**src/rtl/pipe_ctrl_unit_if.sv**
```systemverilog
`default_nettype none
// +--------------------------------------------------------------------+
// | pipe_ctrl_unit_if : D-stage inputs and E/W control outputs          |
// | Rev 1.0                                                            |
// +--------------------------------------------------------------------+
interface pipe_ctrl_unit_if;
  logic [31:0] inst_d;
  logic        valid_d;
  logic        br_taken_e;
  logic [2:0]  imm_src_d;
  logic        stall_fd;
  logic        pcsrc;
  logic        reg_wr_e;
  logic        sel_a_e;
  logic        sel_b_e;
  logic        btype_e;
  logic        csr_wr_e;
  logic        csr_rd_e;
  logic        illegal_e;
  logic [1:0]  wb_sel_e;
  logic [4:0]  alu_op_e;
  logic [2:0]  funct3_e;
  logic [4:0]  rd_e;
  logic        reg_wr_w;
  logic [1:0]  wb_sel_w;
  logic [4:0]  rd_w;
  logic        md_busy;

  modport master (
    output inst_d, valid_d, br_taken_e,
    input  imm_src_d, stall_fd, pcsrc, reg_wr_e, sel_a_e, sel_b_e, btype_e,
           csr_wr_e, csr_rd_e, illegal_e, wb_sel_e, alu_op_e, funct3_e, rd_e,
           reg_wr_w, wb_sel_w, rd_w, md_busy
  );

  modport slave (
    input  inst_d, valid_d, br_taken_e,
    output imm_src_d, stall_fd, pcsrc, reg_wr_e, sel_a_e, sel_b_e, btype_e,
           csr_wr_e, csr_rd_e, illegal_e, wb_sel_e, alu_op_e, funct3_e, rd_e,
           reg_wr_w, wb_sel_w, rd_w, md_busy
  );
endinterface
`default_nettype wire

```
**src/rtl/pipe_ctrl_unit.sv**
```systemverilog
`default_nettype none
// +--------------------------------------------------------------------+
// | pipe_ctrl_unit : RV32I(M) decode, E/W control registers, hazards    |
// | Rev 1.0                                                            |
// +--------------------------------------------------------------------+
module pipe_ctrl_unit #(
  parameter int unsigned M_EXT     = 1,
  parameter int unsigned MD_CYCLES = 4,
  parameter int unsigned CSR_EN    = 1
) (
  input  logic             clk,
  input  logic             rst,
  pipe_ctrl_unit_if.slave  bus
);

  localparam int CW = (MD_CYCLES > 1) ? $clog2(MD_CYCLES) : 1;

  localparam logic [6:0] OP_LOAD   = 7'b0000011;
  localparam logic [6:0] OP_FENCE  = 7'b0001111;
  localparam logic [6:0] OP_IMM    = 7'b0010011;
  localparam logic [6:0] OP_AUIPC  = 7'b0010111;
  localparam logic [6:0] OP_STORE  = 7'b0100011;
  localparam logic [6:0] OP_RTYPE  = 7'b0110011;
  localparam logic [6:0] OP_LUI    = 7'b0110111;
  localparam logic [6:0] OP_BRANCH = 7'b1100011;
  localparam logic [6:0] OP_JALR   = 7'b1100111;
  localparam logic [6:0] OP_JAL    = 7'b1101111;
  localparam logic [6:0] OP_SYSTEM = 7'b1110011;

  typedef struct packed {
    logic       reg_wr;
    logic       sel_a;
    logic       sel_b;
    logic       btype;
    logic       csr_wr;
    logic       csr_rd;
    logic       illegal;
    logic [1:0] wb_sel;
    logic [4:0] alu_op;
    logic [2:0] funct3;
    logic [4:0] rd;
  } ctrl_t;

  typedef struct packed {
    logic       reg_wr;
    logic [1:0] wb_sel;
    logic [4:0] rd;
  } wctrl_t;

  typedef enum logic [0:0] {RUN = 1'b0, MD_WAIT = 1'b1} state_t;

  state_t        state_q, state_d;
  logic [CW-1:0] cnt_q, cnt_d;
  ctrl_t         e_q, e_d;
  wctrl_t        w_q, w_d;

  ctrl_t       dec;
  logic [2:0]  imm_src;
  logic        uses_rs1, uses_rs2, legal;
  logic        loaduse, pcsrc, e_is_md, stall, md_busy;

  wire [6:0] opc = bus.inst_d[6:0];
  wire [2:0] f3  = bus.inst_d[14:12];
  wire [6:0] f7  = bus.inst_d[31:25];
  wire [4:0] rs1 = bus.inst_d[19:15];
  wire [4:0] rs2 = bus.inst_d[24:20];

  // alt selects SUB/SRA encodings (funct7 = 0100000)
  function automatic logic [4:0] base_alu(input logic [2:0] fn, input logic alt);
    case (fn)
      3'b000:  base_alu = alt ? 5'd1 : 5'd0;
      3'b001:  base_alu = 5'd2;
      3'b010:  base_alu = 5'd3;
      3'b011:  base_alu = 5'd4;
      3'b100:  base_alu = 5'd5;
      3'b101:  base_alu = alt ? 5'd7 : 5'd6;
      3'b110:  base_alu = 5'd8;
      default: base_alu = 5'd9;
    endcase
  endfunction

  always_comb begin
    dec        = '0;
    dec.funct3 = f3;
    dec.rd     = bus.inst_d[11:7];
    dec.sel_a  = 1'b1;
    imm_src    = 3'b000;
    uses_rs1   = 1'b0;
    uses_rs2   = 1'b0;
    legal      = 1'b1;
    case (opc)
      OP_RTYPE: begin
        uses_rs1 = 1'b1;  uses_rs2 = 1'b1;
        dec.reg_wr = 1'b1; dec.wb_sel = 2'b01;
        if (f7 == 7'b0000000)
          dec.alu_op = base_alu(f3, 1'b0);
        else if (f7 == 7'b0100000 && (f3 == 3'b000 || f3 == 3'b101))
          dec.alu_op = base_alu(f3, 1'b1);
        else if (f7 == 7'b0000001 && M_EXT != 0)
          dec.alu_op = 5'd11 + {2'b00, f3};
        else
          legal = 1'b0;
      end
      OP_IMM: begin
        uses_rs1 = 1'b1;
        dec.reg_wr = 1'b1; dec.wb_sel = 2'b01; dec.sel_b = 1'b1;
        if (f3 == 3'b001)
          legal = (f7 == 7'b0000000);
        else if (f3 == 3'b101)
          legal = (f7 == 7'b0000000) || (f7 == 7'b0100000);
        dec.alu_op = base_alu(f3, (f3 == 3'b101) && f7[5]);
      end
      OP_LOAD: begin
        uses_rs1 = 1'b1;
        dec.reg_wr = 1'b1; dec.wb_sel = 2'b10; dec.sel_b = 1'b1;
      end
      OP_STORE: begin
        uses_rs1 = 1'b1; uses_rs2 = 1'b1;
        dec.sel_b = 1'b1; imm_src = 3'b001;
      end
      OP_BRANCH: begin
        uses_rs1 = 1'b1; uses_rs2 = 1'b1;
        dec.btype = 1'b1; dec.sel_a = 1'b0; dec.sel_b = 1'b1; imm_src = 3'b010;
      end
      OP_JAL: begin
        dec.btype = 1'b1; dec.reg_wr = 1'b1; dec.sel_a = 1'b0; dec.sel_b = 1'b1;
        imm_src = 3'b011;
      end
      OP_JALR: begin
        uses_rs1 = 1'b1;
        dec.btype = 1'b1; dec.reg_wr = 1'b1; dec.sel_b = 1'b1;
      end
      OP_LUI: begin
        dec.reg_wr = 1'b1; dec.wb_sel = 2'b01; dec.sel_b = 1'b1;
        dec.alu_op = 5'd10; imm_src = 3'b100;
      end
      OP_AUIPC: begin
        dec.reg_wr = 1'b1; dec.wb_sel = 2'b01; dec.sel_a = 1'b0; dec.sel_b = 1'b1;
        imm_src = 3'b100;
      end
      OP_FENCE: ;
      OP_SYSTEM: begin
        if (f3 == 3'b000) begin
          // ECALL/EBREAK pass through as a no-write bundle
        end else if (CSR_EN != 0 && f3 != 3'b100) begin
          uses_rs1 = 1'b1;
          dec.reg_wr = 1'b1; dec.wb_sel = 2'b11; dec.csr_rd = 1'b1;
          dec.csr_wr = (f3[1:0] == 2'b01) || (rs1 != 5'd0);
          dec.sel_b  = f3[2];
        end else begin
          legal = 1'b0;
        end
      end
      default: legal = 1'b0;
    endcase
    if (!legal) begin
      dec         = '0;
      dec.illegal = 1'b1;
    end
  end

  assign pcsrc   = e_q.btype & bus.br_taken_e;
  assign e_is_md = (e_q.alu_op >= 5'd11);
  assign loaduse = bus.valid_d & e_q.reg_wr & (e_q.wb_sel == 2'b10) & (e_q.rd != 5'd0) &
                   ((uses_rs1 & (rs1 == e_q.rd)) | (uses_rs2 & (rs2 == e_q.rd)));

  always_comb begin
    state_d = state_q;
    cnt_d   = cnt_q;
    e_d     = e_q;
    w_d     = '{reg_wr: e_q.reg_wr, wb_sel: e_q.wb_sel, rd: e_q.rd};
    stall   = 1'b0;
    md_busy = 1'b0;
    case (state_q)
      RUN: begin
        if (pcsrc) begin
          e_d = '0;
        end else if (e_is_md && MD_CYCLES > 1) begin
          state_d = MD_WAIT;
          cnt_d   = CW'(MD_CYCLES - 1);
          md_busy = 1'b1;
          stall   = 1'b1;
          w_d     = '0;
        end else if (loaduse) begin
          e_d   = '0;
          stall = 1'b1;
        end else begin
          e_d = bus.valid_d ? dec : '0;
        end
      end
      MD_WAIT: begin
        cnt_d = cnt_q - CW'(1);
        // Last occupancy cycle: the M op retires to W and D advances
        if (cnt_q == CW'(1)) begin
          state_d = RUN;
          e_d     = bus.valid_d ? dec : '0;
        end else begin
          md_busy = 1'b1;
          stall   = 1'b1;
          w_d     = '0;
        end
      end
      default: state_d = RUN;
    endcase
  end

  always_ff @(posedge clk) begin
    if (rst) begin
      state_q <= RUN;
      cnt_q   <= '0;
      e_q     <= '0;
      w_q     <= '0;
    end else begin
      state_q <= state_d;
      cnt_q   <= cnt_d;
      e_q     <= e_d;
      w_q     <= w_d;
    end
  end

  assign bus.imm_src_d = imm_src;
  assign bus.stall_fd  = stall;
  assign bus.pcsrc     = pcsrc;
  assign bus.md_busy   = md_busy;
  assign bus.reg_wr_e  = e_q.reg_wr;
  assign bus.sel_a_e   = e_q.sel_a;
  assign bus.sel_b_e   = e_q.sel_b;
  assign bus.btype_e   = e_q.btype;
  assign bus.csr_wr_e  = e_q.csr_wr;
  assign bus.csr_rd_e  = e_q.csr_rd;
  assign bus.illegal_e = e_q.illegal;
  assign bus.wb_sel_e  = e_q.wb_sel;
  assign bus.alu_op_e  = e_q.alu_op;
  assign bus.funct3_e  = e_q.funct3;
  assign bus.rd_e      = e_q.rd;
  assign bus.reg_wr_w  = w_q.reg_wr;
  assign bus.wb_sel_w  = w_q.wb_sel;
  assign bus.rd_w      = w_q.rd;

endmodule
`default_nettype wire

```
**src/flat_wrapper.sv**
```systemverilog
// flat-port wrapper written by rule: the top's interface ports become plain ports
module pipe_ctrl_unit_flat 
#(
  parameter int unsigned M_EXT     = 1,
  parameter int unsigned MD_CYCLES = 4,
  parameter int unsigned CSR_EN    = 1
)
  (clk, rst, bus_inst_d, bus_valid_d, bus_br_taken_e, bus_imm_src_d, bus_stall_fd, bus_pcsrc, bus_reg_wr_e, bus_sel_a_e, bus_sel_b_e, bus_btype_e, bus_csr_wr_e, bus_csr_rd_e, bus_illegal_e, bus_wb_sel_e, bus_alu_op_e, bus_funct3_e, bus_rd_e, bus_reg_wr_w, bus_wb_sel_w, bus_rd_w, bus_md_busy);
  pipe_ctrl_unit_if bus_i ();
  input  logic clk;
  input  logic rst;
  input wire logic [$bits(bus_i.inst_d)-1:0] bus_inst_d;
  input wire logic [$bits(bus_i.valid_d)-1:0] bus_valid_d;
  input wire logic [$bits(bus_i.br_taken_e)-1:0] bus_br_taken_e;
  output wire logic [$bits(bus_i.imm_src_d)-1:0] bus_imm_src_d;
  output wire logic [$bits(bus_i.stall_fd)-1:0] bus_stall_fd;
  output wire logic [$bits(bus_i.pcsrc)-1:0] bus_pcsrc;
  output wire logic [$bits(bus_i.reg_wr_e)-1:0] bus_reg_wr_e;
  output wire logic [$bits(bus_i.sel_a_e)-1:0] bus_sel_a_e;
  output wire logic [$bits(bus_i.sel_b_e)-1:0] bus_sel_b_e;
  output wire logic [$bits(bus_i.btype_e)-1:0] bus_btype_e;
  output wire logic [$bits(bus_i.csr_wr_e)-1:0] bus_csr_wr_e;
  output wire logic [$bits(bus_i.csr_rd_e)-1:0] bus_csr_rd_e;
  output wire logic [$bits(bus_i.illegal_e)-1:0] bus_illegal_e;
  output wire logic [$bits(bus_i.wb_sel_e)-1:0] bus_wb_sel_e;
  output wire logic [$bits(bus_i.alu_op_e)-1:0] bus_alu_op_e;
  output wire logic [$bits(bus_i.funct3_e)-1:0] bus_funct3_e;
  output wire logic [$bits(bus_i.rd_e)-1:0] bus_rd_e;
  output wire logic [$bits(bus_i.reg_wr_w)-1:0] bus_reg_wr_w;
  output wire logic [$bits(bus_i.wb_sel_w)-1:0] bus_wb_sel_w;
  output wire logic [$bits(bus_i.rd_w)-1:0] bus_rd_w;
  output wire logic [$bits(bus_i.md_busy)-1:0] bus_md_busy;
  assign bus_i.inst_d = bus_inst_d;
  assign bus_i.valid_d = bus_valid_d;
  assign bus_i.br_taken_e = bus_br_taken_e;
  assign bus_imm_src_d = bus_i.imm_src_d;
  assign bus_stall_fd = bus_i.stall_fd;
  assign bus_pcsrc = bus_i.pcsrc;
  assign bus_reg_wr_e = bus_i.reg_wr_e;
  assign bus_sel_a_e = bus_i.sel_a_e;
  assign bus_sel_b_e = bus_i.sel_b_e;
  assign bus_btype_e = bus_i.btype_e;
  assign bus_csr_wr_e = bus_i.csr_wr_e;
  assign bus_csr_rd_e = bus_i.csr_rd_e;
  assign bus_illegal_e = bus_i.illegal_e;
  assign bus_wb_sel_e = bus_i.wb_sel_e;
  assign bus_alu_op_e = bus_i.alu_op_e;
  assign bus_funct3_e = bus_i.funct3_e;
  assign bus_rd_e = bus_i.rd_e;
  assign bus_reg_wr_w = bus_i.reg_wr_w;
  assign bus_wb_sel_w = bus_i.wb_sel_w;
  assign bus_rd_w = bus_i.rd_w;
  assign bus_md_busy = bus_i.md_busy;
  pipe_ctrl_unit #(.M_EXT(M_EXT), .MD_CYCLES(MD_CYCLES), .CSR_EN(CSR_EN)) u_core (.clk(clk), .rst(rst), .bus(bus_i));
endmodule
```
**config.mk**
```make
export PLATFORM = sky130hd
export DESIGN_NAME = pipe_ctrl_unit_flat
export DESIGN_NICKNAME = d
export VERILOG_FILES = /design/src/rtl/pipe_ctrl_unit_if.sv /design/src/rtl/pipe_ctrl_unit.sv /design/src/flat_wrapper.sv
export SDC_FILE = /design/constraint.sdc
export NUM_CORES = 1
export LEC_CHECK = 0
export CAP_MARGIN = 15
export CELL_PAD_IN_SITES_DETAIL_PLACEMENT = 1
export CELL_PAD_IN_SITES_GLOBAL_PLACEMENT = 1
export CORE_UTILIZATION = 36
export CTS_CLUSTER_SIZE = 10
export DETAILED_ROUTE_END_ITERATION = 8
export PLACE_DENSITY_LB_ADDON = 0.12
export SETUP_SLACK_MARGIN = 0.05
export SYNTH_ARGS = -nofsm -noshare
export SYNTH_HDL_FRONTEND = slang
export SYNTH_SLANG_ARGS = --single-unit
```
**constraint.sdc**
```tcl
create_clock -name clk -period 4.7 [get_ports clk]
set_input_delay 1.175 -clock clk [delete_from_list [all_inputs] [get_ports clk]]
set_output_delay 1.175 -clock clk [all_outputs]
set_load 0.03 [all_outputs]
```
Yosys cells after proc, flatten, opt, wreduce, memory -nomap -nowiden
Cells that the tools add are included.

storage, ports and cells
  output and inout bits = 36
  bits in registers = 33
  logic and storage cells = 132
  input port bits = 36

cells by class
  equal/unequal tests = 29
  reduce and logical (&&, ||, !) cells = 20
  add/subtract/negate cells = 2
  bitwise logic cells = 9
  muxes and demuxes = 55
  magnitude comparators = 1

operators by type and width
  cell                  count
  $mux W22              6
  $pmux W4 S7           2
  $pmux W22 S2          1
  $pmux W5 S7           1
  $eq A7 B6 Y1 const B  4
  $eq A7 B7 Y1 const B  4
  $mux W8               3
  $mux W1               21
  $pmux W8 S2           1
  $reduce_or A8 Y1      2
  $mux W5               3
  $pmux W5 S3           1
  $eq A7 B5 Y1 const B  2
  $mux W2               7
  $pmux W3 S4           1
  $eq A5 B5 Y1          2
  $pmux W1 S2           5
  $reduce_bool A5 Y1    2
  $eq A3 B3 Y1 const B  3
  $reduce_or A3 Y1      3
  $and A1 B1 Y1         7
  $eq A7 B1 Y1 const B  1
  $eq A7 B2 Y1 const B  1
  $eq A7 B4 Y1 const B  1
  other kinds (24)      32

Depth between registers and ports, before layout
Gate-level depths: netlist (run 1).

  depth after elaboration = 12
  depth in mapped cells = 11
  mapped depth without buffers = 8

Worst setup path before layout (run 1)
No wires, ideal clock.

  path kind = in2out
  start = input bus_inst_d[2]
  end = output bus_imm_src_d[0]
  cell stages on the path = 5
  buffers on the path = 2
  data required time = 3.525 ns
  data arrival time = 2.691 ns
  setup slack = 0.834 ns
  cells stage by stage = buf_2 -> clkbuf_1 -> and3_1 -> nor2_1 -> nor4_1

on the way
  longest elaborated chain between the ends = 3
  elaborated cells between the ends (all ways) = 7
  those cells by class = eq/ne: 5; mux: 1; reduce/logical: 1

ends and longest elaborated chain
  element                                              line                  source
  from (decl)                                          flat_wrapper.sv:12    input wire logic [$bits(bus_i.inst_d)-1:0] bus_inst_d;
  $eq A7 B6 Y1 / $eq A7 B5 Y1 (equally long branches)  pipe_ctrl_unit.sv:91  case (opc)
  $reduce_or A2 Y1 (no line)                           -
  $pmux W3 S4 (*)                                      pipe_ctrl_unit.sv:91
  to (decl)                                            flat_wrapper.sv:15    output wire logic [$bits(bus_i.imm_src_d)-1:0] bus_imm_src_d;

Mark *: on every way between the ends. The rest lies on a longest branch, timed or not.

Worst setup path in the final report (run 1)
  start = input bus_inst_d[12]
  end = output bus_stall_fd

on the way
  longest elaborated chain between the ends = 11
  elaborated cells between the ends (all ways) = 12
  those cells by class = eq/ne: 1; mux: 7; bitwise: 3; reduce/logical: 1

ends and longest elaborated chain
  element            line                   source
  $ne A3 B3 Y1       pipe_ctrl_unit.sv:145  end else if (CSR_EN != 0 && f3 != 3'b100) begin
  $mux W1            pipe_ctrl_unit.sv:145
  $mux W1 (*)        pipe_ctrl_unit.sv:143  if (f3 == 3'b000) begin
  $pmux W1 S2 (*)    pipe_ctrl_unit.sv:91
  $and A1 B1 Y1 (*)  pipe_ctrl_unit.sv:165  ((uses_rs1 & (rs1 == e_q.rd)) | (uses_rs2 & (rs2 == e_q.rd)));
  $or A1 B1 Y1 (*)   pipe_ctrl_unit.sv:165
  $and A1 B1 Y1 (*)  pipe_ctrl_unit.sv:164  assign loaduse = bus.valid_d & e_q.reg_wr & (e_q.wb_sel == 2'b10) & (e_q.rd != 5'd0) &
  $mux W1 (*)        pipe_ctrl_unit.sv:184  end else if (loaduse) begin
  $mux W1 (*)        pipe_ctrl_unit.sv:178  end else if (e_is_md && MD_CYCLES > 1) begin
  $mux W1 (*)        pipe_ctrl_unit.sv:176  if (pcsrc) begin
  $pmux W1 S2 (*)    pipe_ctrl_unit.sv:174  case (state_q)
  to (decl)          flat_wrapper.sv:16     output wire logic [$bits(bus_i.stall_fd)-1:0] bus_stall_fd;

Marked as above.

==> impl_results.html, run 1 <==
<table>
<tr><th>Metric</th><th>Value</th></tr>
<tr><th colspan="2">Timing</th></tr>
<tr><td>Achievable clock frequency</td><td>0.226 GHz</td></tr>
<tr><td>Number of max-slew violations in the final report</td><td>0</td></tr>
<tr><td>Worst-case hold slack</td><td>0.448 ns</td></tr>
<tr><td>Headroom to the max-slew limit</td><td>52.9%</td></tr>
<tr><td>Share of the clock period used by the worst path after layout</td><td>94.1%</td></tr>
<tr><td>Total negative slack for setup checks</td><td>0 ns</td></tr>
<tr><td>Number of hold-slack violations in the final timing report</td><td>0</td></tr>
<tr><td>Post-layout minimum cycle time</td><td>4.42 ns</td></tr>
<tr><td>Actual transition at the worst max-transition pin</td><td>0.704 ns</td></tr>
<tr><td>Setup repair after global routing missed its margin</td><td>no</td></tr>
<tr><td>Clock tree skew after final layout</td><td>0.00642 ns</td></tr>
<tr><td>Total of endpoints with negative setup slack in the final report</td><td>0</td></tr>
<tr><th colspan="2">Global route</th></tr>
<tr><td>Global-route wire length before repair</td><td>11100 um</td></tr>
<tr><td>Total global-route track usage</td><td>23.2%</td></tr>
<tr><td>Vias in the first global route</td><td>2212</td></tr>
<tr><td>Initial antenna violation count</td><td>0</td></tr>
<tr><td>Largest net degree at the start of global routing</td><td>23</td></tr>
<tr><td>GRT overflow</td><td>0</td></tr>
<tr><th colspan="2">Setup path</th></tr>
<tr><td>Setup crit end kind</td><td>output port</td></tr>
<tr><td>Cell chain of the critical path</td><td>clkdlybuf4s50_1 &gt; inv_1 &gt; ha_1 &gt; or2_1 &gt; a21oi_1 &gt; o211ai_1 &gt; a21oi_1 &gt; a41o_1 &gt; buf_12</td></tr>
<tr><td>Crit path buf inv count</td><td>3</td></tr>
<tr><td>Startpoint kind of the worst setup timing path</td><td>input pin</td></tr>
<tr><td>CP most frequent cell</td><td>sky130_fd_sc_hd__a21oi_1</td></tr>
<tr><td>Worst EP required</td><td>3.52 ns</td></tr>
<tr><td>Critical path's slowest cell</td><td>sky130_fd_sc_hd__clkdlybuf4s50_1</td></tr>
<tr><td>Worst-path maximum fanout</td><td>6</td></tr>
<tr><td>Crit path max-delay family</td><td>buffers and inverters</td></tr>
<tr><td>Arrival time worst endpoint</td><td>3.25 ns</td></tr>
<tr><td>Kind of critical path</td><td>in -&gt; out</td></tr>
<tr><td>Largest stage delay on the critical path</td><td>0.55 ns</td></tr>
<tr><th colspan="2">Routing</th></tr>
<tr><td>Routed wirelength normalized by instance count</td><td>17.1 um</td></tr>
<tr><td>Remaining routing DRC violations</td><td>0</td></tr>
<tr><td>Metal2 WL</td><td>3330 um</td></tr>
<tr><td>Drt via density</td><td>5.50</td></tr>
<tr><td>Final Routed Wirelength</td><td>6970 um</td></tr>
<tr><td>Overall via count from detail_route</td><td>2240</td></tr>
<tr><td>Wire length on met1</td><td>3190 um</td></tr>
<tr><td>Detailed Routing Iterations Pass 1</td><td>4</td></tr>
<tr><td>Number of DRC markers in iteration 0</td><td>72</td></tr>
<tr><td>Total length of routed met3 wires</td><td>355 um</td></tr>
<tr><td>Uppermost signal routing layer after detailed routing</td><td>met4</td></tr>
<tr><td>Antenna viol nets, final</td><td>0</td></tr>
<tr><th colspan="2">Min path</th></tr>
<tr><td>Worst hold path type</td><td>reg -&gt; reg</td></tr>
<tr><th colspan="2">Pwr</th></tr>
<tr><td>Worst VDD drop</td><td>153 uV</td></tr>
<tr><td>PnR Total Power</td><td>614 uW</td></tr>
<tr><td>Pwr per Cell Area</td><td>200 mW/mm^2</td></tr>
<tr><td>Leakage component of the power</td><td>0.00118 uW</td></tr>
<tr><th colspan="2">Synthesis</th></tr>
<tr><td>Area share of and/or/nand/nor cells after synthesis</td><td>29.3%</td></tr>
<tr><td>Post-synthesis compound-gate area fraction</td><td>25.2%</td></tr>
<tr><td>Primary FF master, synth</td><td>sky130_fd_sc_hd__dfxtp_1</td></tr>
<tr><td>Synthesis-stage register bit count</td><td>33</td></tr>
<tr><td>EDFF count, synth</td><td>0</td></tr>
<tr><td>Fraction of synthesized area in multiplexers</td><td>0.464%</td></tr>
<tr><td>Combinational family with the most area after synthesis</td><td>simple AND/OR/NAND/NOR gates</td></tr>
<tr><td>Post-synthesis sequential area ratio</td><td>30.6%</td></tr>
<tr><td>Post-Syn Area</td><td>0.00216 sq mm</td></tr>
<tr><td>Count of unique library cells instantiated by Yosys</td><td>60</td></tr>
<tr><td>Synthesis warning total</td><td>0</td></tr>
<tr><td>Synthesized net count</td><td>303</td></tr>
<tr><td>Adder and majority cell fraction of the synthesized area</td><td>4.06%</td></tr>
<tr><td>Mapped Avg Cell Area</td><td>8.30 sq um</td></tr>
<tr><td>Number of instances in the synthesized netlist</td><td>260</td></tr>
<tr><td>Share of flip-flops with an asynchronous set or reset after synthesis</td><td>0%</td></tr>
<tr><td>Synthesized-area fraction occupied by xor and xnor cells</td><td>4.06%</td></tr>
<tr><th colspan="2">Clock tree</th></tr>
<tr><td>Number of hold-repair buffers added at the cts stage</td><td>0</td></tr>
<tr><td>Post-cts resize count</td><td>0</td></tr>
<tr><td>Clock buffer depth</td><td>2</td></tr>
<tr><td>Setup repair bufs after CTS</td><td>0</td></tr>
<tr><td>Worst-Skew Late Latency</td><td>0.29 ns</td></tr>
<tr><td>CTS tree</td><td>done</td></tr>
<tr><td>H-Tree Depth</td><td>2</td></tr>
<tr><td>Cell at the root of the clock tree</td><td>sky130_fd_sc_hd__clkbuf_8</td></tr>
<tr><td>Clock net sink count</td><td>33</td></tr>
<tr><td>Num CTS Buffers</td><td>5</td></tr>
<tr><td>Clock-pin slew on the worst setup and hold paths</td><td>0.07 ns</td></tr>
<tr><th colspan="2">Cells and area</th></tr>
<tr><td>Share of final-layout standard cells stronger than drive strength 1</td><td>10.4%</td></tr>
<tr><td>Final core utilization</td><td>54.4%</td></tr>
<tr><td>Net count reported at finish</td><td>377</td></tr>
<tr><td>Post-route cell area</td><td>0.00307 sq mm</td></tr>
<tr><td>Antenna diode count</td><td>0</td></tr>
<tr><td>Area growth, synth to finish</td><td>42.2%</td></tr>
<tr><th colspan="2">Floorplanning</th></tr>
<tr><td>Effective utilization at floorplan</td><td>38.2%</td></tr>
<tr><td>DIE AREA</td><td>0.00631 sq mm</td></tr>
<tr><td>Area of the core</td><td>0.00564 sq mm</td></tr>
<tr><td>I/O Pins</td><td>72</td></tr>
<tr><td>Die width</td><td>79.4 um</td></tr>
<tr><td>Die height</td><td>79.4 um</td></tr>
<tr><td>Cell row count</td><td>27</td></tr>
<tr><th colspan="2">Placement</th></tr>
<tr><td>Number of buffer cells added on primary ports</td><td>71</td></tr>
<tr><td>Instance area after placement</td><td>0.00298 sq mm</td></tr>
<tr><td>Post-DP HPWL</td><td>5400 um</td></tr>
<tr><td>Placer Congestion</td><td>0.840</td></tr>
<tr><th colspan="2">Job</th></tr>
<tr><td>Number of max-cap violations</td><td>0</td></tr>
<tr><th colspan="2">Outcome</th></tr>
<tr><td>Outcome</td><td>complete, no violations</td></tr>
</table>
## sequential cells by signal, indices dropped and copies added, names as in the netlist
name,flops
u_core.bus.rd_e,5
u_core.bus.alu_op_e,5
u_core.bus.csr_rd_e,1
u_core.bus.reg_wr_w,1
u_core.bus.wb_sel_w,2
u_core.bus.illegal_e,1
u_core.bus.wb_sel_e,2
u_core.state_q,1
u_core.bus.csr_wr_e,1
u_core.cnt_q,2
u_core.bus.sel_b_e,1
u_core.bus.sel_a_e,1
u_core.bus.btype_e,1
u_core.bus.reg_wr_e,1
u_core.bus.rd_w,5
u_core.bus.funct3_e,3
## per-stage QoR
step | setup slack, ns | std cells
after CTS | 0.274 | 407
after floorplan | 0.834 | 260
after global placement | 0.336 | 399
after detailed placement | 0.289 | 399
final | 0.277 | 407
after global routing | 0.0961 | 407
## layout by cell type (no fill, tap or decap), types with 4 or more instances in the layout
cell	netlist	routed
sky130_fd_sc_hd__clkdlybuf4s50_1	0	70
sky130_fd_sc_hd__dfxtp_1	33	33
sky130_fd_sc_hd__nand2_1	22	22
sky130_fd_sc_hd__nor2_1	16	16
sky130_fd_sc_hd__inv_1	15	15
sky130_fd_sc_hd__nor3_1	14	14
sky130_fd_sc_hd__a21oi_1	13	13
sky130_fd_sc_hd__buf_4	0	12
sky130_fd_sc_hd__and2_1	10	10
sky130_fd_sc_hd__xor2_1	10	10
sky130_fd_sc_hd__nand3b_1	10	10
sky130_fd_sc_hd__ha_1	7	7
sky130_fd_sc_hd__nand3_1	6	6
sky130_fd_sc_hd__o21ai_1	6	6
sky130_fd_sc_hd__nand2b_1	5	5
sky130_fd_sc_hd__o41ai_1	5	5
sky130_fd_sc_hd__or3_1	5	5
sky130_fd_sc_hd__clkbuf_8	0	5
sky130_fd_sc_hd__o41ai_2	4	4
## cells in the mapped netlist (2+ instances only)
cell type / number / area, sq um
sky130_fd_sc_hd__xor2_1: 10 / 87.6
sky130_fd_sc_hd__o21ai_0: 3 / 15.0
sky130_fd_sc_hd__o31ai_4: 2 / 42.5
sky130_fd_sc_hd__buf_6: 2 / 22.5
sky130_fd_sc_hd__nor2_1: 16 / 60.1
sky130_fd_sc_hd__a211oi_1: 3 / 22.5
sky130_fd_sc_hd__nand4_1: 3 / 18.8
sky130_fd_sc_hd__ha_1: 7 / 87.6
sky130_fd_sc_hd__a22o_1: 3 / 26.3
sky130_fd_sc_hd__dfxtp_1: 33 / 661
sky130_fd_sc_hd__nand3_1: 6 / 30.0
sky130_fd_sc_hd__nor3_1: 14 / 70.1
sky130_fd_sc_hd__clkbuf_1: 13 / 48.8
sky130_fd_sc_hd__o21ai_1: 6 / 30.0
sky130_fd_sc_hd__nand2_1: 22 / 82.6
sky130_fd_sc_hd__or4_1: 2 / 15.0
sky130_fd_sc_hd__o41ai_2: 4 / 65.1
sky130_fd_sc_hd__nand2b_1: 5 / 31.3
sky130_fd_sc_hd__and2_1: 10 / 62.6
sky130_fd_sc_hd__a221oi_1: 2 / 17.5
sky130_fd_sc_hd__or3_1: 5 / 31.3
sky130_fd_sc_hd__nor2b_1: 3 / 18.8
sky130_fd_sc_hd__inv_1: 15 / 56.3
sky130_fd_sc_hd__a21oi_1: 13 / 65.1
sky130_fd_sc_hd__o211ai_1: 2 / 15.0
sky130_fd_sc_hd__o41ai_1: 5 / 43.8
sky130_fd_sc_hd__a21o_1: 3 / 22.5
sky130_fd_sc_hd__and3_1: 2 / 12.5
sky130_fd_sc_hd__nor3b_1: 2 / 15.0
sky130_fd_sc_hd__nor4_1: 3 / 18.8
sky130_fd_sc_hd__a31oi_1: 2 / 12.5
sky130_fd_sc_hd__o32ai_1: 2 / 17.5
sky130_fd_sc_hd__nand3b_1: 10 / 75.1
## per-layer routing
metal / vias up / GRT usage, %
met5: - / 0
met3: 8 / 3.54
met4: 0 / 6.73
li1: 1096 / -
met2: 72 / 40.0
met1: 1064 / 29.7
## worst register-to-register path: cells and delay by family (launching register included)
family,cells,cell delay [ns]
AO/OA/AOI/OAI,5,1.06
flip-flops,1,0.32
AND/OR/NAND/NOR,1,0.47
buffers and inverters,2,0.38
## where the power goes
group	total, uW	switching (uW)	internal, uW
registers	284	1.92	282
logic	120	62.5	57.6
clock network	210	108	102
## final cells by class
| cell class | count | area, sq um |
|---|---|---|
| repair buffers | 83 | 811 |
| well taps | 72 | 90.1 |
| multi-input cells | 195 | 1360 |
| flip-flops and latches | 33 | 661 |
| inverters | 16 | 60.1 |
| clock buffers | 5 | 68.8 |
| clock inverters | 3 | 17.5 |
| fillers | 680 | 2570 |
## final timing paths
check	depth (start not counted)	startpoint	to	slack, ns
hold / removal	2	u_core.bus.funct3_e[0]	u_core.bus.funct3_e[0]	0.45
setup reg to reg	8	u_core.bus.alu_op_e[1]	u_core.bus.csr_wr_e	2.40
setup / recovery	9	bus_inst_d[12]	bus_stall_fd	0.28
hold reg to reg	2	u_core.bus.funct3_e[0]	u_core.bus.funct3_e[0]	0.45
## cell families (layout without fill, tap and decap cells)
group,after synthesis,in the layout
and+or+nand+nor,112,112
AOI/OAI and AO/OA,65,65
DFF,33,33
buffers and inverters,32,107
xor gates and xnor gates,10,10
adders and majority gates,7,7
muxes,1,1
(Power assumes the default switching activity.)
==> run 2, diff against run 1 <==
--- a/config.mk
+++ b/config.mk
@@ -11,6 +11,7 @@
 export CORE_UTILIZATION = 36
 export CTS_CLUSTER_SIZE = 10
 export DETAILED_ROUTE_END_ITERATION = 8
+export GPL_TIMING_DRIVEN = 0
 export PLACE_DENSITY_LB_ADDON = 0.12
 export SETUP_SLACK_MARGIN = 0.05
 export SYNTH_ARGS = -nofsm -noshare
==> impl_results.html, run 2 (same netlist as run 1, synthesis figures left out) <==
<table>
<tr><th>Metric</th><th>Value</th></tr>
<tr><th colspan="2">Outcome</th></tr>
<tr><td>Outcome</td><td>complete, no violations</td></tr>
<tr><th colspan="2">Placement</th></tr>
<tr><td>Post-DP HPWL</td><td>5660 um (+4.7%)</td></tr>
<tr><td>Number of buffer cells added on primary ports</td><td>70 (-1.4%)</td></tr>
<tr><td>Inst Count DP</td><td>402 (+0.75%)</td></tr>
<tr><td>Placer Congestion</td><td>0.859 (+2.2%)</td></tr>
<tr><td>Worst setup slack after placement</td><td>-0.249 ns (-0.539 ns)</td></tr>
<tr><th colspan="2">Floorplanning</th></tr>
<tr><td>Die height</td><td>79.4 um (unchanged)</td></tr>
<tr><td>Die width</td><td>79.4 um (unchanged)</td></tr>
<tr><td>Area of the core</td><td>0.00564 sq mm (unchanged)</td></tr>
<tr><td>Cell row count</td><td>27 (unchanged)</td></tr>
<tr><td>DIE AREA</td><td>0.00631 sq mm (unchanged)</td></tr>
<tr><td>Effective utilization at floorplan</td><td>38.2% (unchanged)</td></tr>
<tr><td>I/O Pins</td><td>72 (unchanged)</td></tr>
<tr><th colspan="2">Setup path</th></tr>
<tr><td>Startpoint kind of the worst setup timing path</td><td>input pin</td></tr>
<tr><td>Kind of critical path</td><td>in -&gt; out</td></tr>
<tr><td>End point of the critical path</td><td>bus_imm_src_d[2]</td></tr>
<tr><td>R2R cell count</td><td>8 (unchanged)</td></tr>
<tr><td>Arrival time worst endpoint</td><td>3.32 ns (+0.07 ns)</td></tr>
<tr><td>Launch instance of the worst register-to-register path</td><td>u_core.bus.rd_e[0]</td></tr>
<tr><td>Critical R2R Capture</td><td>u_core.bus.alu_op_e[0]</td></tr>
<tr><td>Reg2Reg Setup Slack</td><td>2.39 ns (about the same)</td></tr>
<tr><td>CP Launch Point</td><td>bus_inst_d[4]</td></tr>
<tr><td>Setup crit end kind</td><td>output port</td></tr>
<tr><td>Worst EP required</td><td>3.52 ns (about the same)</td></tr>
<tr><td>Worst-path maximum fanout</td><td>10 (+4)</td></tr>
<tr><th colspan="2">Timing</th></tr>
<tr><td>Achievable clock frequency</td><td>0.222 GHz (-1.6%)</td></tr>
<tr><td>Share of the clock period used by the worst path after layout</td><td>95.6% (+1.5 points)</td></tr>
<tr><td>Number of hold-slack violations in the final timing report</td><td>0 (unchanged)</td></tr>
<tr><td>Total of endpoints with negative setup slack in the final report</td><td>0 (unchanged)</td></tr>
<tr><td>Post-layout minimum cycle time</td><td>4.50 ns (+0.0724 ns)</td></tr>
<tr><td>Setup repair after global routing missed its margin</td><td>no</td></tr>
<tr><td>Clock tree skew after final layout</td><td>0.00965 ns (+0.00323 ns)</td></tr>
<tr><td>Number of max-slew violations in the final report</td><td>0 (unchanged)</td></tr>
<tr><td>Headroom to the max-slew limit</td><td>50.0% (-2.9 points)</td></tr>
<tr><td>Actual transition at the worst max-transition pin</td><td>0.747 ns (+0.0426 ns)</td></tr>
<tr><td>Worst-case hold slack</td><td>0.447 ns (-0.00156 ns)</td></tr>
<tr><td>Final worst setup slack</td><td>0.205 ns (-0.0724 ns)</td></tr>
<tr><th colspan="2">Routing</th></tr>
<tr><td>Drt via density</td><td>5.53 (+0.53%)</td></tr>
<tr><td>Antenna viol nets, final</td><td>0 (unchanged)</td></tr>
<tr><td>Number of DRC markers in iteration 0</td><td>125 (+74%)</td></tr>
<tr><td>Final Routed Wirelength</td><td>7140 um (+2.5%)</td></tr>
<tr><td>Detailed Routing Iterations Pass 1</td><td>4 (unchanged)</td></tr>
<tr><td>Overall via count from detail_route</td><td>2263 (+1.0%)</td></tr>
<tr><td>Remaining routing DRC violations</td><td>0 (unchanged)</td></tr>
<tr><td>Routed wirelength normalized by instance count</td><td>17.5 um (+2.0%)</td></tr>
<tr><th colspan="2">Clock tree</th></tr>
<tr><td>Number of hold-repair buffers added at the cts stage</td><td>0 (unchanged)</td></tr>
<tr><td>Cell at the root of the clock tree</td><td>sky130_fd_sc_hd__clkbuf_8</td></tr>
<tr><td>CTS tree</td><td>done</td></tr>
<tr><td>Worst-Skew Late Latency</td><td>0.28 ns (about the same)</td></tr>
<tr><td>Clock buffer depth</td><td>2 (unchanged)</td></tr>
<tr><td>Clock net sink count</td><td>33 (unchanged)</td></tr>
<tr><td>Setup repair bufs after CTS</td><td>0 (unchanged)</td></tr>
<tr><td>H-Tree Depth</td><td>2 (unchanged)</td></tr>
<tr><td>Clock-pin slew on the worst setup and hold paths</td><td>0.06 ns (about the same)</td></tr>
<tr><td>Num CTS Buffers</td><td>5 (unchanged)</td></tr>
<tr><th colspan="2">Global route</th></tr>
<tr><td>Global-route wire length before repair</td><td>11700 um (+5.4%)</td></tr>
<tr><td>Largest net degree at the start of global routing</td><td>11 (-52%)</td></tr>
<tr><td>Initial antenna violation count</td><td>0 (unchanged)</td></tr>
<tr><td>GRT overflow</td><td>0 (unchanged)</td></tr>
<tr><td>Total global-route track usage</td><td>24.2% (+1.0 points)</td></tr>
<tr><td>Vias in the first global route</td><td>2304 (+4.2%)</td></tr>
<tr><th colspan="2">Cells and area</th></tr>
<tr><td>Commonest non-fill, non-tap cell in the layout</td><td>sky130_fd_sc_hd__clkdlybuf4s50_1</td></tr>
<tr><td>Antenna diode count</td><td>0 (unchanged)</td></tr>
<tr><td>Most frequent cells in the layout</td><td>68 x sky130_fd_sc_hd__clkdlybuf4s50_1, 33 x sky130_fd_sc_hd__dfxtp_1, 22 x sky130_fd_sc_hd__nand2_1</td></tr>
<tr><td>Net count reported at finish</td><td>379 (+0.53%)</td></tr>
<tr><td>Combined area of the multi-input logic cells</td><td>0.00137 sq mm (+0.46%)</td></tr>
<tr><td>Fill cell total of the finished layout</td><td>705 (+3.7%)</td></tr>
<tr><td>Sequential cell area</td><td>661 sq um (unchanged)</td></tr>
<tr><td>Area growth, synth to finish</td><td>41.9%</td></tr>
<tr><td>Share of final-layout standard cells stronger than drive strength 1</td><td>8.31% (-2.1 points)</td></tr>
<tr><td>Non-Filler Instances</td><td>409 (+0.49%)</td></tr>
<tr><th colspan="2">Pwr</th></tr>
<tr><td>Worst VDD drop</td><td>149 uV (-2.3%)</td></tr>
<tr><td>Pwr per Cell Area</td><td>223 mW/mm^2 (+11%)</td></tr>
<tr><td>Leakage component of the power</td><td>0.00116 uW (-1.1%)</td></tr>
<tr><th colspan="2">Job</th></tr>
<tr><td>Number of max-cap violations</td><td>0 (unchanged)</td></tr>
<tr><th colspan="2">Min path</th></tr>
<tr><td>Worst hold path type</td><td>reg -&gt; reg</td></tr>
</table>
[run 2: final cells by class]
type	count	share of cell area [%]
Sequential cell	33	21.6
Buffer	15	2.41
Clock inverter	1	0.981
Clock buffer	7	2.82
Inverter	16	1.96
Timing Repair Buffer	70	22.7
Tap cell	72	2.94
Multi-Input combinational cell	195	44.6
[run 2: worst min-delay path by stage]
stage	from	endpoint	slack [ns]	cells after the start
6_report	u_core.bus.csr_wr_e	u_core.bus.csr_wr_e	0.45	2
5_1_grt	u_core.bus.csr_rd_e	u_core.bus.csr_rd_e	0.49	1
4_1_cts	u_core.bus.csr_wr_e	u_core.bus.csr_wr_e	0.45	2
3_5_place_dp	u_core.bus.csr_wr_e	u_core.bus.csr_wr_e	0.44	2
3_3_place_gp	u_core.bus.funct3_e[0]	u_core.bus.funct3_e[0]	0.43	2
2_1_floorplan	u_core.cnt_q[0]	u_core.cnt_q[0]	0.45	1
[run 2: critical path: stages]
cell and delay, ns:
sky130_fd_sc_hd__clkdlybuf4s50_1 0.63, sky130_fd_sc_hd__clkbuf_2 0.28, sky130_fd_sc_hd__or3b_1 0.39, sky130_fd_sc_hd__nor2_1 0.27, sky130_fd_sc_hd__and2_1 0.19, sky130_fd_sc_hd__dlygate4sd2_1 0.39
[run 2: repair_timing]
action                                  4_1_cts  5_1_grt
endpoints found under the setup margin        3        2
pin swaps                                     0        0
resized for setup                             4        3
[run 2: layer usage]
layer	up-vias	routed length (um)	global-route usage, %	part of all wire [%]
li1	1108	-	-	-
met1	1077	3330	31.6	47
met2	68	3370	41.2	47
met3	10	336	3.20	4.7
met4	0	109	7.45	1.5
met5	-	0	0	0
[run 2: stage by stage]
step	setup TNS [ns]	power [uW]	cell area (sq um)	util (%)
3_5_place_dp	-0.408	408	2950	52.3
5_1_grt	0	712	3060	54.3
3_3_place_gp	-0.401	406	2950	52.3
6_report	0	683	3060	54.3
2_1_floorplan	0	349	2160	-
4_1_cts	0	686	3070	54.4
[run 2: report_power, final]
| part | internal [uW] | total [uW] | switching, uW |
|---|---|---|---|
| registers | 282 | 284 | 2.05 |
| logic | 55.4 | 119 | 63.7 |
| clock network | 173 | 280 | 107 |
| total | 510 | 683 | 173 |
